### config.mk
export PLATFORM = sky130hd
export DESIGN_NAME = mill_modif_deco_frame
export DESIGN_NICKNAME = d
export VERILOG_FILES = /design/src/rtl/mill_modif_deco_frame.sv
export SDC_FILE = /design/constraint.sdc
export NUM_CORES = 1
export LEC_CHECK = 0
export CORE_MARGIN = 2
export CORE_UTILIZATION = 56
export DETAILED_ROUTE_END_ITERATION = 16
export PLACE_DENSITY = 0.77
export SLEW_MARGIN = 15
export SYNTH_ARGS = -nofsm -noshare
export SYNTH_HDL_FRONTEND = slang
export SYNTH_SLANG_ARGS = --single-unit
### constraint.sdc
create_clock -name clk -period 2.68 [get_ports clk]
set_input_delay 0.268 -clock clk [delete_from_list [all_inputs] [get_ports clk]]
set_output_delay 0.268 -clock clk [all_outputs]
set_load 0.05 [all_outputs]
### src/rtl/mill_modif_deco_frame.sv
// mill_modif_deco_frame: frame-aware ISO 14443-A modified Miller decoder (reader-to-card)
// Ports: clk; in_PoR async active-high reset; in_pause raw async pause (1 = carrier paused);
//   out_data/out_valid decoded bit strobe; out_sof/out_eof/out_err frame strobes; out_busy in-frame.
// Optional MILL_PARITY_CHK_EN adds out_byte/out_byte_valid/out_par_err/out_short (LSB-first, odd parity).
module mill_modif_deco_frame #(
  parameter int ETU_CLKS = 32,
  parameter int TOL = 3
) (
  input  logic       clk,
  input  logic       in_PoR,
  input  logic       in_pause,
  output logic       out_data,
  output logic       out_valid,
  output logic       out_sof,
  output logic       out_eof,
  output logic       out_err,
  output logic       out_busy
`ifdef MILL_PARITY_CHK_EN
  ,
  output logic [7:0] out_byte,
  output logic       out_byte_valid,
  output logic       out_par_err,
  output logic       out_short
`endif
);
  localparam int CW = $clog2(ETU_CLKS);
  localparam logic [CW-1:0] LAST = CW'(ETU_CLKS - 1);
  localparam logic [CW-1:0] Z_HI = CW'(TOL);
  localparam logic [CW-1:0] X_LO = CW'(ETU_CLKS / 2 - TOL);
  localparam logic [CW-1:0] X_HI = CW'(ETU_CLKS / 2 + TOL);
  typedef enum logic {IDLE, RX} state_t;
  typedef enum logic [1:0] {P_SOF, P_X, P_Y, P_Z} prev_t;
  state_t state;
  prev_t prev, prev_n;
  logic [2:0] sync;
  logic [CW-1:0] cnt, off, off_now;
  logic got, dbl, sof_etu, pend_v, pend_d;
  logic pause_start, hit, is_x, is_z, is_y, bad, cls, err_c, eof_c, new_v, sof_go, emit;
  assign pause_start = sync[1] & ~sync[2];
  // A pause starting on the classification clock still belongs to the ETU being classified.
  always_comb begin
    hit = got | pause_start;
    off_now = got ? off : cnt;
    is_z = hit && off_now <= Z_HI;
    is_x = hit && off_now >= X_LO && off_now <= X_HI;
    is_y = ~hit;
    bad = dbl | (got & pause_start) | (hit & ~is_z & ~is_x);
    err_c = bad | (~sof_etu & ((is_z & prev == P_X) | (is_y & prev == P_SOF)));
    eof_c = ~err_c & ~sof_etu & is_y & (prev == P_Y | prev == P_Z);
    new_v = ~err_c & ~sof_etu & (is_x | is_z | (is_y & prev == P_X));
    prev_n = is_x ? P_X : is_z ? P_Z : P_Y;
    cls = state == RX && cnt == LAST;
    sof_go = state == IDLE && pause_start;
    emit = cls & new_v & pend_v;
  end
  // The SOF ETU is only checked for extra pauses; decoding starts with the following ETU.
  always_ff @(posedge clk or posedge in_PoR)
    if (in_PoR) begin
      sync <= '0;
      state <= IDLE;
      prev <= P_SOF;
      cnt <= '0;
      off <= '0;
      got <= 1'b0;
      dbl <= 1'b0;
      sof_etu <= 1'b0;
      pend_v <= 1'b0;
      pend_d <= 1'b0;
      out_data <= 1'b0;
      out_valid <= 1'b0;
      out_sof <= 1'b0;
      out_eof <= 1'b0;
      out_err <= 1'b0;
      out_busy <= 1'b0;
    end else begin
      sync <= {sync[1:0], in_pause};
      out_sof <= sof_go;
      out_valid <= emit;
      out_data <= emit & pend_d;
      out_eof <= cls & eof_c;
      out_err <= cls & err_c;
      out_busy <= sof_go ? 1'b1 : (cls & (err_c | eof_c)) ? 1'b0 : out_busy;
      if (state == IDLE) begin
        cnt <= sof_go ? CW'(1) : '0;
        if (sof_go) begin
          state <= RX;
          got <= 1'b1;
          off <= '0;
          dbl <= 1'b0;
          sof_etu <= 1'b1;
          prev <= P_SOF;
          pend_v <= 1'b0;
        end
      end else if (cls) begin
        cnt <= '0;
        got <= 1'b0;
        dbl <= 1'b0;
        sof_etu <= 1'b0;
        if (!sof_etu) prev <= prev_n;
        if (err_c | eof_c) begin
          state <= IDLE;
          pend_v <= 1'b0;
        end else if (new_v) begin
          pend_v <= 1'b1;
          pend_d <= is_x;
        end
      end else begin
        cnt <= cnt + 1'b1;
        if (pause_start) begin
          got <= 1'b1;
          dbl <= dbl | got;
          if (!got) off <= cnt;
        end
      end
    end
`ifdef MILL_PARITY_CHK_EN
  logic [3:0] bc;
  logic [7:0] sh;
  // Bits 0..7 collect the data byte; the 9th emitted bit is the parity bit and closes the character.
  always_ff @(posedge clk or posedge in_PoR)
    if (in_PoR) begin
      bc <= '0;
      sh <= '0;
      out_byte <= '0;
      out_byte_valid <= 1'b0;
      out_par_err <= 1'b0;
      out_short <= 1'b0;
    end else begin
      out_byte_valid <= 1'b0;
      out_par_err <= 1'b0;
      out_short <= 1'b0;
      if (sof_go || (cls && (err_c || eof_c))) begin
        bc <= '0;
        sh <= '0;
        if (cls && eof_c && bc != 4'd0) begin
          out_byte_valid <= 1'b1;
          out_byte <= sh;
          out_short <= 1'b1;
        end
      end else if (emit) begin
        if (bc == 4'd8) begin
          out_byte_valid <= 1'b1;
          out_byte <= sh;
          out_par_err <= ~^{pend_d, sh};
          bc <= '0;
          sh <= '0;
        end else begin
          sh[bc[2:0]] <= pend_d;
          bc <= bc + 4'd1;
        end
      end
    end
`endif
endmodule

==> impl_metrics.toml <==
[die]
start_util = 0.577
dieArea_um2 = 2600
rows = 17
core-area_um2 = 2150
pin_count = 9
die_y_um = 51.0
fp.dieW_um = 51.0

[clocking]
htree_levels = 1
cts_buffers = 3
clk_root_buffer_cell = "clkbuf_4"
cts.sinks = 27
clk_path_buf_depth = 2
postCtsSetupBuffers = 0
cts_resized = 0
clock_latency_ps = 320
cts_tree = "yes"
ctsHoldBuffers = 0
clk_pin_slew_ps = 140

[hold_path]
min_path_cells = 1
hp-class = "in -> reg"

[timing]
tns_ps = 0
slew_violations = 0
worst_slew_pin_slew_ps = 949
max_freq_ghz = 0.435
finalSetupViolCount = 0
finalHoldViolCount = 0
period_share = 0.858
fin_crit_ps = 2300
hold-worst-slack_ps = 364
skew_ps = 9.94
slew_headroom = 0.367
rsz0062_at_grt = "false"
setup_ws_ps = 380

[job]
drv_cap = 0

[global_routing]
grt_pass1_vias = 742
grt_overflow_total = 0
grt_max_degree = 28
grt_pass1_wl_um = 3330
antenna_found_initial = 0
grt_usage = 0.174

[setup_path]
worstRegToRegCells = 8
cpMostUsedCell = "ha_1"
endpoint_kind = "flip-flop"
path_class = "reg -> reg"
cpMaxStageDelayCell = "dfrtp_1"
path_max_fanout = 10
critical_path.cell_chain = "ha_1 > and3_1 > ha_1 > nand2_1 > nor2_1 > o21ai_0 > nor4_2 > mux2i_1"
required_ps = 2940
arrival_ps = 2550
startpoint_type = "flip-flop"
cp_slowest_stage_delay_ps = 430

[run_status]
status = "finished, final reports clean"

[synth]
avgSynthCellArea_um2 = 11.5
synthesis.area_um2 = 1240
synth_ff_type = "dfrtp_1"
synth_cell_types = 47
synth_cells = 108
synth_top_area_frac = 0.545
syn-num-nets = 113
synthArstFlopShare = 1.00
ys_ff_latch = 27
yosysTopAreaCell = "dfrtp_1"
seq_area_frac_synth = 0.545
netlist_top_cells_area = "dfrtp_1 55%, a22o_1 4.2%, nor2_1 2.7%"
synth_warnings = 0
synth_edf_count = 0

[power]
pwr-share-seq = 0.524
power_uw = 1220
pwr-share-clk = 0.139
switching_share = 0.378
power_switching_uw = 460
p_leak_uw = 0.000590
ir_worst_vdd_uv = 695
comb_power_share = 0.337
p_int_uw = 758
power.density_nw_per_um2 = 898

[layout]
diodes = 0
final_layout_size_suffix_gt1_frac = 0.103
final_cell_mix = "27 x dfrtp_1, 9 x nor2_1, 8 x clkdlybuf4s50_1"
synthToLayoutAreaGrowth_pct = 9.49
finish.instance_area_um2 = 1360
final_common_cell = "dfrtp_1"
fill_cells = 163
nNetsFinal = 122

[placed_design]
portBuffers = 8
place.gp.congestion = 0.886
dp_hpwl_um = 1490
place_ws_ps = 402
place_area_um2 = 1330

[drt]
routed_via_density = 5.83
num_vias = 839
routed_wl_um = 1970
wire_per_inst_um = 13.7
drc = 0
firstDrtPassIters = 4
drtIter0Drc = 21
detail-route-antenna-nets = 0
[cell usage after synthesis (all sizes together) (3+ instances only)]
library cell   n
a22o           6
and3           3
buf            3
dfrtp         27
inv            6
nand2          6
nor2           9
nor2b          3
o21ai          4
[power by group through the flow]
stage | registers (µW) | clock network (µW) | logic, µW
floorplan | 633 | 0 | 329
global placement | 641 | 0 | 410
detailed placement | 645 | 0 | 413
CTS | 636 | 172 | 415
global route | 658 | 192 | 460
finish | 639 | 169 | 411
[registers in the layout, summed over array words and instances (netlist names), 2 cells and up]
register / count
cnt: 5
sync: 3
prev: 2
off: 5
[layer usage]
| layer | track usage | up-vias | wire length, µm |
|---|---|---|---|
| met1 | 0.244 | 396 | 965 |
| met3 | 0.0175 | 5 | 86 |
| met2 | 0.275 | 27 | 883 |
| met4 | 0.0811 | 0 | 38 |
| met5 | 0 | - | 0 |
| li1 | - | 411 | - |
[logic make-up after synthesis]
group	count (synthesis)	synth area share
buf+inv	10	0.0384
simple gates	35	0.160
mux	2	0.0192
xor+xnor	2	0.0141
flops	27	0.545
fa+ha+maj	2	0.0202
compound gates	30	0.203
[area by class of cell]
cell class                      count  area (µm²)  share of cell area
Timing Repair Buffer                8        80.1              0.0590
Clock inverter                      1        5.00             0.00369
Sequential cell                    27         676               0.498
Tap cell                           28        35.0              0.0258
Clock buffer                        3        22.5              0.0166
Multi-Input combinational cell     71         515               0.380
Inverter                            6        22.5              0.0166
[final timing paths]
path                            startpoint       to  slack, ps
worst min-delay path              in_pause  sync[0]        360
worst max-delay path                cnt[0]   pend_d        380
max in group asynchronous           in_PoR  out_sof       1650
worst max register to register      cnt[0]   pend_d        380
min in group asynchronous           in_PoR  sync[2]        450
worst min register to register     sync[0]  sync[1]        390
[metrics by stage]
stage / std cells / utilization
6_report: 144 / 0.631
5_1_grt: 144 / 0.631
4_1_cts: 144 / 0.631
3_5_place_dp: 140 / 0.619
3_3_place_gp: 140 / 0.619
2_1_floorplan: 108 / -
[worst max-delay path, delay by kind of cell (launching register included)]
family / cells / cell delay (ps)
AOI/OAI and AO/OA: 1 / 160
adders and majority gates: 2 / 500
DFF: 1 / 430
muxes: 1 / 230
and+or+nand+nor: 4 / 930
(Power assumes the default switching activity.)
